===== config.mk =====
export PLATFORM = sky130hd
export DESIGN_NAME = nack_sched_rr_flat
export DESIGN_NICKNAME = d
export VERILOG_FILES = /design/src/rtl/nack_sched_pkg.sv /design/src/rtl/nack_sched_rr_if.sv /design/src/rtl/nack_sched_buf.sv /design/src/rtl/nack_sched_rr.sv /design/src/flat_wrapper.sv
export SDC_FILE = /design/constraint.sdc
export NUM_CORES = 1
export LEC_CHECK = 0
export CELL_PAD_IN_SITES_DETAIL_PLACEMENT = 0
export CELL_PAD_IN_SITES_GLOBAL_PLACEMENT = 1
export CORE_ASPECT_RATIO = 0.8
export CORE_MARGIN = 5
export CORE_UTILIZATION = 32
export DETAILED_ROUTE_END_ITERATION = 6
export GPL_TIMING_DRIVEN = 0
export HOLD_SLACK_MARGIN = 0.02
export PLACE_DENSITY = 0.85
export REMOVE_ABC_BUFFERS = 1
export SYNTH_ARGS = -nofsm -noshare
export SYNTH_HDL_FRONTEND = slang
export SYNTH_HIERARCHICAL = 1
export SYNTH_SLANG_ARGS = --single-unit

===== constraint.sdc =====
create_clock -name clk -period 3.4 [get_ports clk]
set_clock_uncertainty 0.2 [all_clocks]
set_input_delay 1.02 -clock clk [delete_from_list [all_inputs] [get_ports clk]]
set_output_delay 1.02 -clock clk [all_outputs]
set_load 0.005 [all_outputs]

===== src/rtl/nack_sched_pkg.sv =====
// Shared types and the round-robin pick helper for the NACK egress scheduler.
package nack_sched_pkg;

  localparam int unsigned MAX_N  = 16;
  localparam int unsigned MAX_CW = 4;
  localparam int unsigned DEF_N  = 4;
  localparam int unsigned DEF_DW = 64;
  localparam int unsigned DEF_CW = $clog2(DEF_N);

  typedef enum logic {IDLE = 1'b0, BUSY = 1'b1} state_e;

  typedef struct packed {
    logic              found;
    logic [MAX_CW-1:0] idx;
  } pick_t;

  typedef struct packed {
    logic [DEF_DW-1:0] data;
    logic              last;
    logic [DEF_CW-1:0] src;
  } buf_entry_t;

  // First requester at or above ptr, else the lowest-index requester.
  function automatic pick_t rr_pick(input logic [MAX_N-1:0] req, input logic [MAX_CW-1:0] ptr);
    pick_t hi;
    pick_t lo;
    hi = '0;
    lo = '0;
    for (int i = MAX_N - 1; i >= 0; i--) begin
      if (req[i]) begin
        lo.found = 1'b1;
        lo.idx   = MAX_CW'(i);
        if (MAX_CW'(i) >= ptr) begin
          hi.found = 1'b1;
          hi.idx   = MAX_CW'(i);
        end
      end
    end
    return hi.found ? hi : lo;
  endfunction

endpackage


===== src/rtl/nack_sched_rr_if.sv =====
// Channel-side and egress-side stream bundle of the NACK scheduler.
interface nack_sched_rr_if #(
  parameter int unsigned N  = 4,
  parameter int unsigned DW = 64
);
  localparam int unsigned CW = $clog2(N);

  logic [N-1:0]    s_valid;
  logic [N*DW-1:0] s_data;
  logic [N-1:0]    s_last;
  logic [N-1:0]    s_ready;
  logic            m_valid;
  logic [DW-1:0]   m_data;
  logic            m_last;
  logic [CW-1:0]   m_src;
  logic            m_ready;
  logic            busy;

  modport master (
    output s_valid, s_data, s_last, m_ready,
    input  s_ready, m_valid, m_data, m_last, m_src, busy
  );

  modport slave (
    input  s_valid, s_data, s_last, m_ready,
    output s_ready, m_valid, m_data, m_last, m_src, busy
  );
endinterface


===== src/rtl/nack_sched_buf.sv =====
// Two-entry shift FIFO; the head entry is a register that drives the egress directly.
module nack_sched_buf
  import nack_sched_pkg::*;
#(
  parameter type entry_t = buf_entry_t
) (
  input  logic       clk,
  input  logic       rst_n,
  input  logic       i_push,
  input  entry_t     i_entry,
  input  logic       i_pop,
  output logic [1:0] o_count,
  output entry_t     o_head
);

  entry_t     r_head;
  entry_t     r_tail;
  entry_t     w_head_nxt;
  entry_t     w_tail_nxt;
  logic [1:0] r_count;
  logic [1:0] w_count_nxt;
  logic       w_pop;

  assign w_pop = i_pop && (r_count != 2'd0);

  // Pop shifts tail to head; push lands in the first free slot after the pop.
  always_comb begin
    w_head_nxt  = r_head;
    w_tail_nxt  = r_tail;
    w_count_nxt = r_count;
    if (w_pop) begin
      w_head_nxt  = r_tail;
      w_count_nxt = r_count - 2'd1;
    end
    if (i_push) begin
      if (w_count_nxt == 2'd0) w_head_nxt = i_entry;
      else                     w_tail_nxt = i_entry;
      w_count_nxt = w_count_nxt + 2'd1;
    end
  end

  always_ff @(posedge clk or negedge rst_n) begin
    if (!rst_n) begin
      r_head  <= '0;
      r_tail  <= '0;
      r_count <= 2'd0;
    end else begin
      r_head  <= w_head_nxt;
      r_tail  <= w_tail_nxt;
      r_count <= w_count_nxt;
    end
  end

  assign o_count = r_count;
  assign o_head  = r_head;

endmodule


===== src/rtl/nack_sched_rr.sv =====
// Packet-granular round-robin scheduler sharing one NACK egress among N channels.
module nack_sched_rr
  import nack_sched_pkg::*;
#(
  parameter int unsigned N  = 4,
  parameter int unsigned DW = 64
) (
  input logic              clk,
  input logic              rst_n,
  nack_sched_rr_if.slave   io
);

  localparam int unsigned CW = $clog2(N);

  typedef struct packed {
    logic [DW-1:0] data;
    logic          last;
    logic [CW-1:0] src;
  } entry_t;

  state_e        r_state;
  logic [CW-1:0] r_grant;
  logic [CW-1:0] r_ptr;
  pick_t         w_pick;
  logic          w_pick_ok;
  logic          w_g_valid;
  logic          w_g_last;
  logic [DW-1:0] w_g_data;
  logic          w_ready;
  logic          w_push;
  logic [N-1:0]  w_s_ready;
  logic [1:0]    w_count;
  logic [CW-1:0] w_ptr_inc;
  entry_t        w_entry;
  entry_t        w_head;

  assign w_pick    = rr_pick(MAX_N'(io.s_valid), MAX_CW'(r_ptr));
  assign w_pick_ok = w_pick.found && (w_pick.idx < MAX_CW'(N));

  // Select the granted channel's beat; other channels' data and last are ignored.
  always_comb begin
    w_g_valid = 1'b0;
    w_g_last  = 1'b0;
    w_g_data  = '0;
    for (int i = 0; i < int'(N); i++) begin
      if (CW'(i) == r_grant) begin
        w_g_valid = io.s_valid[i];
        w_g_last  = io.s_last[i];
        w_g_data  = io.s_data[i*DW +: DW];
      end
    end
  end

  assign w_ready = (r_state == BUSY) && (w_count != 2'd2);
  assign w_push  = w_ready && w_g_valid;

  always_comb begin
    w_s_ready          = '0;
    w_s_ready[r_grant] = w_ready;
  end

  assign w_ptr_inc = (r_grant == CW'(N - 1)) ? '0 : r_grant + CW'(1);

  always_ff @(posedge clk or negedge rst_n) begin
    if (!rst_n) begin
      r_state <= IDLE;
      r_grant <= '0;
      r_ptr   <= '0;
    end else begin
      case (r_state)
        IDLE: begin
          if (w_pick_ok) begin
            r_grant <= CW'(w_pick.idx);
            r_state <= BUSY;
          end
        end
        BUSY: begin
          if (w_push && w_g_last) begin
            r_ptr   <= w_ptr_inc;
            r_state <= IDLE;
          end
        end
        default: r_state <= IDLE;
      endcase
    end
  end

  assign w_entry.data = w_g_data;
  assign w_entry.last = w_g_last;
  assign w_entry.src  = r_grant;

  nack_sched_buf #(.entry_t(entry_t)) u_buf (
    .clk     (clk),
    .rst_n   (rst_n),
    .i_push  (w_push),
    .i_entry (w_entry),
    .i_pop   (io.m_ready),
    .o_count (w_count),
    .o_head  (w_head)
  );

  assign io.s_ready = w_s_ready;
  assign io.m_valid = (w_count != 2'd0);
  assign io.m_data  = w_head.data;
  assign io.m_last  = w_head.last;
  assign io.m_src   = w_head.src;
  assign io.busy    = (r_state == BUSY);

endmodule


===== src/flat_wrapper.sv =====
// flat-port wrapper written by rule: the top's interface ports become plain ports
module nack_sched_rr_flat import nack_sched_pkg::*;
#(
  parameter int unsigned N  = 4,
  parameter int unsigned DW = 64
)
  (clk, rst_n, io_s_valid, io_s_data, io_s_last, io_m_ready, io_s_ready, io_m_valid, io_m_data, io_m_last, io_m_src, io_busy);
  nack_sched_rr_if #(.N(N), .DW(DW)) io_i ();
  input logic clk;
  input logic rst_n;
  input wire logic [$bits(io_i.s_valid)-1:0] io_s_valid;
  input wire logic [$bits(io_i.s_data)-1:0] io_s_data;
  input wire logic [$bits(io_i.s_last)-1:0] io_s_last;
  input wire logic [$bits(io_i.m_ready)-1:0] io_m_ready;
  output wire logic [$bits(io_i.s_ready)-1:0] io_s_ready;
  output wire logic [$bits(io_i.m_valid)-1:0] io_m_valid;
  output wire logic [$bits(io_i.m_data)-1:0] io_m_data;
  output wire logic [$bits(io_i.m_last)-1:0] io_m_last;
  output wire logic [$bits(io_i.m_src)-1:0] io_m_src;
  output wire logic [$bits(io_i.busy)-1:0] io_busy;
  assign io_i.s_valid = io_s_valid;
  assign io_i.s_data = io_s_data;
  assign io_i.s_last = io_s_last;
  assign io_i.m_ready = io_m_ready;
  assign io_s_ready = io_i.s_ready;
  assign io_m_valid = io_i.m_valid;
  assign io_m_data = io_i.m_data;
  assign io_m_last = io_i.m_last;
  assign io_m_src = io_i.m_src;
  assign io_busy = io_i.busy;
  nack_sched_rr #(.N(N), .DW(DW)) u_core (.clk(clk), .rst_n(rst_n), .io(io_i));
endmodule

# Word level (Yosys, flattened, before mapping)
# Cells that the tools add are included.
# Widths: inputs -> output; s select.
# op_classes
muxes	34
n_reduce_logical	12
bitwise	3
order_cmp	6
add_sub_neg	3
n_eq_ne	5
# op_table
operator	count
$mux 64	4
$mux 67	3
$mux 5	11
$mux 1	11
$logic_and 1x1->1	6
$mux 2	3
$reduce_and 2->1	3
$add 2x1->2 const B	2
$and 4x4->4	1
$eq 2x2->1 const A	2
$ge 1x2->1 const A	2
$logic_not 2->1	2
$lt 4x3->1 const B	1
$lt 2x3->1 const B	1
$demux 1 s2	1
$eq 1x2->1 const A	1
$eq 2x2->1 const B	1
$ge 2x1->1 const B	1
$ge 2x2->1 const A	1
$ne 2x2->1 const B	1
$not 1->1	2
$pmux 1 s2	1
$reduce_bool 2->1	1
$sub 2x1->2 const B	1
# word_totals
regBits	141
wordCells	73
output_inout_bits	73

# Logic depth before layout (Yosys ltp)
# logic_depth
word_depth	12
ltp_mapped	14
mapped_depth_nobuf	9

# Cells and area by module
# The synthesis kept the hierarchy.
# modules_own_cells
mod	seq_area_each_um2	n_inst	cells_each	area_each_um2
nack_sched_buf	3403.3	1	446	5894.4
nack_sched_rr	125.1	1	486	2593.7

# Worst setup path after synthesis
# OpenSTA, ideal clock, no wires.
# synth_timing
path_type	input to register
from	input io_m_ready
to	register u_core/u_buf/r_tail[36] (netlist name)
setup_slack_ns	0.441
t_arrival_ns	2.634
setup_time_ns	0.125
path_stages	10
cell_sequence	nand2b_1 buf_6 buf_6 mux2i_1 inv_1 ha_1 and2b_4 buf_6 buf_12 mux2_4
# synth_between
elab_chain_len	5
# synth_rtl
item	line_no	text
from (decl)	flat_wrapper.sv:14	input wire logic [$bits(io_i.m_ready)-1:0] io_m_ready;
$logic_and 1x1->1	nack_sched_buf.sv:24	assign w_pop = i_pop && (r_count != 2'd0);
$mux 2	nack_sched_buf.sv:31	if (w_pop) begin
$logic_not 2->1	nack_sched_buf.sv:36	if (w_count_nxt == 2'd0) w_head_nxt = i_entry;
$not 1->1 (no source line)	-	
$reduce_and 2->1 (no source line)	-	
to (signal assigned)	nack_sched_buf.sv:49	r_tail <= w_tail_nxt;
to (decl)	nack_sched_buf.sv:17	entry_t r_tail;
# Every way passes these cells.
# A chain may end at the register's enable or synchronous reset.

==> reports/metrics.sh <==
PORT_BUFFERS=339
CLOCK_TREE_FROM_TRITONCTS='yes'
HTREEDEPTH=4
ANT_NETS=0
GR-TOTAL-OVERFLOW=0
ROUTE.DETAILED.DRC=0
HOLD_DEPTH=1
DESIGN.DIE.AREA_MM2=0.0299
ROUTED_WL_UM=31500
REG2REG_DEPTH=9
MAX-VDD-IR-DROP_mV=0.473
WL_PER_CELL_UM=19.5
YS_SEQ_ELEMENTS=141
SYNTH_SEQ_AREA_SHARE_PCT=41.6
DETAIL_ROUTE.FIRST_PASS.ITERATIONS=5
AREA_GROWTH_SYN_TO_LAYOUT_PCT=55.0
SLEW_VIOLS_FINAL=0
HOLD_VIOL_FINAL=0
CLK_PIN_SLEW_WORST_PATHS_NS=0.07
TIMING_WORST_SLEW_PIN_VALUE_NS=0.644
NUMBER_OF_ENABLE_TYPE_REGISTER_CELLS_IN_THE_SYNTHESIZED_NETLIST=0
SYNTH-ASYNC-RESET-RATIO_PCT=100
CELL_DEPTH_OF_THE_WORST_SETUP_PATH=7
FLOORPLAN.DIE.HEIGHT_UM=156
NETS=1522
CP_DATA_ARRIVAL_TIME_NS=3.36
CPLARGESTDELAYFAMILY='buffers and inverters'
MAPPEDNETLISTAREA_MM2=0.00849
MIN_PERIOD_NS=3.29
HOLDBUFCOUNTCTS=0
CRITICAL_PATH_CLASS='primary input to flop'
SETUP_VIOL=0
PIN_COUNT=340
CHIPWIDTH_UM=192
LEAKAGE_nW=5.37
GRT_ANTENNA_BEFORE_REPAIR=0
DRT-VIAS-PER-INSTANCE=5.02
FINAL_LAYOUT_WORST_HOLD_SLACK_NS=0.304
FINAL.SETUP.TNS_NS=0
MAXCAPVIOLCOUNT=0
STATUS='finished clean'
WORST_PATH_LARGEST_CELL_DELAY_NS=0.65
PLACED_AREA_MM2=0.0121
FIN_AREA_MM2=0.0132
VIA_COUNT_OF_THE_FIRST_GLOBAL_ROUTING_PASS=7972
GRT_FIRST_PASS_WIRELENGTH_UM=46300
INSTANCES_NO_FILL=1619
SYNTH_TOP_FLOP_CELL='dfrtp_1'
CP.BUFFERS_INVERTERS=2
TIMING.CRITICAL_PATH.CELLS='clkdlybuf4s50_1 -> nand2b_4 -> xnor2_2 -> ha_2 -> and2_4 -> buf_16 -> o21ai_0'
SETUP.WORST_PATH.START_CLASS='primary input'
REQUIRED_NS=3.47
HPWL_UM=18500
DESIGN.CORE.AREA_MM2=0.0262
HOLDCRITPATHCLASS='flop to flop'
DRIVE_ABOVE_1_SHARE_PCT=12.4
POWER_DENSITY_mW_PER_MM2=921
FLOORPLAN.INITIALDENSITY_PCT=32.4
DISTINCT_CELL_TYPE_COUNT_OF_THE_SYNTHESIZED_NETLIST=35
TIMING.MAX_SLEW.REL_SLACK_PCT=56.6
CP_SLOWEST_CELL='clkdlybuf4s50_1'
CLOCK_SINK_COUNT=141
CLOCK-ROOT-BUFFER='clkbuf_16'
GLOBAL_ROUTE.USAGE.TOTAL_PCT=19.9
DETAILROUTE.VIA_COUNT=8126
CRITPATHCAPTURETYPE='flop'
CRITICAL_PATH.MAX_FANOUT=78
AVGSYNTHCELLAREA_UM2=9.11
DRT_ITER0_MARKERS=443
CTS-BUFFERS-INSERTED=17
MAX_CLOCK_FREQ_MHz=304
NUMPLACEDINSTANCES=1553
ROWS=53
CLOCKBUFFERDEPTH=2
FINAL_MIN_PERIOD_OVER_CLOCK_PERIOD_PCT=96.9
SYNTH-WARNING-COUNT=6
GPL.FINAL_WEIGHTED_CONGESTION=0.774
CLK_LATENCY_NS=0.41
N_ANTENNA_CELL=0
MAPPED_CELLS=932
GRT_START_MAX_NET_PINS=79
## layout make-up
class | instances | area (µm²)
Fill cell | 2423 | 13000
Clock inverter | 12 | 100
Multi-Input combinational cell | 706 | 4590
Clock buffer | 20 | 467
Inverter | 10 | 37.5
Timing Repair Buffer | 373 | 3980
Tap cell | 357 | 447
Sequential cell | 141 | 3530
## worst paths after layout
path | from | end | slack [ns]
max in group asynchronous | rst_n | u_core/u_buf/r_tail[20] | 1.76
setup / recovery | io_m_ready | u_core/u_buf/o_head[20] | 0.11
min in group asynchronous | rst_n | u_core/u_buf/r_tail[64] | 0.38
hold reg to reg | u_core/u_buf/r_tail[10] | u_core/u_buf/r_tail[10] | 0.30
setup reg to reg | u_core/r_grant[1] | u_core/u_buf/o_head[20] | 0.45
hold / removal | u_core/u_buf/r_tail[10] | u_core/u_buf/r_tail[10] | 0.30
## synthesized netlist by cell type, types with 2 or more instances
cell | number | area [µm²]
nand2_1 | 198 | 743
buf_12 | 3 | 60.1
a21oi_1 | 133 | 666
a221o_1 | 2 | 20.0
clkbuf_1 | 44 | 165
mux2_2 | 38 | 428
o21ai_0 | 110 | 551
buf_4 | 14 | 105
inv_1 | 10 | 37.5
buf_2 | 4 | 20.0
nand2b_1 | 3 | 18.8
mux2_4 | 30 | 450
o21ai_1 | 23 | 115
a2111oi_4 | 2 | 55.1
mux2i_1 | 72 | 721
nor2_1 | 2 | 7.51
buf_6 | 4 | 45.0
ha_1 | 6 | 75.1
o32ai_1 | 2 | 17.5
and2_1 | 5 | 31.3
dfrtp_1 | 141 | 3530
buf_1 | 9 | 33.8
nand3b_1 | 65 | 488
## placed cells by master, fill, tap and decap left out, types with 2 or more instances in the layout
cell and count:
clkinvlp_4 4, clkbuf_8 3, mux2_2 38, o32ai_1 2
dfrtp_1 139, dfrtp_2 2, mux2_4 30, mux2i_1 72
a21oi_1 132, clkbuf_16 19, inv_2 2, and2_2 2
and2b_4 4, nand2b_1 2, and2_1 4, a2111oi_4 2
buf_4 11, nand2_1 198, buf_16 6, nand3b_1 65
o21ai_1 23, o21ai_0 110, ha_4 4, buf_12 11
inv_6 7, a221o_1 2, nor2_1 2, inv_1 8
buf_6 3, clkdlybuf4s50_1 338
## metal layers
metal,vias up,share of wire (%),global-route usage (%)
li1,3886,-,-
met1,3951,43,25.3
met2,277,47,33.3
met3,12,9.0,7.00
met4,0,0.55,3.36
met5,-,0,0
## repair_timing
item / CTS / global route
pin swaps: 3 / 1
resized for setup: 13 / 0
hold endpoints to repair: 0 / 0
cloned: 7 / 2
setup endpoints to repair: 138 / 8
buffers inserted: 20 / 5
## flip-flops by register name, indices dropped and copies added (netlist names)
name,cells
u_core/io.busy,1
u_core/r_ptr,2
u_core/r_grant,2
u_core/u_buf/o_count,2
u_core/u_buf/o_head,67
u_core/u_buf/r_tail,67
## cells by family after synthesis
kind of cell / Yosys count / share of synthesized area (%)
adder cells (fa/ha/maj): 6 / 0.884
multiplexers: 141 / 19.0
AND/OR/NAND/NOR: 279 / 15.7
AO/OA/AOI/OAI: 272 / 16.8
buffers and inverters: 91 / 5.82
XOR/XNOR: 2 / 0.295
flip-flops: 141 / 41.6
## power breakdown
group	internal [mW]	total [mW]	switching [mW]
Sequential	2.44	2.86	0.417
Clock	1.01	1.79	0.784
Combinational	3.72	7.46	3.74
Total	7.18	12.1	4.94
## per-stage QoR
stage	setup slack (ns)	utilization [%]	power, mW
after floorplan	-3.23	-	6.85
after global placement	-6.32	45.3	9.11
after detailed placement	-1.09	46.2	9.19
after CTS	0.00911	49.8	12.0
after global routing	-0.00626	50.2	13.0
final	0.106	50.2	12.1
Note: power is estimated with default switching activity, not from simulation.
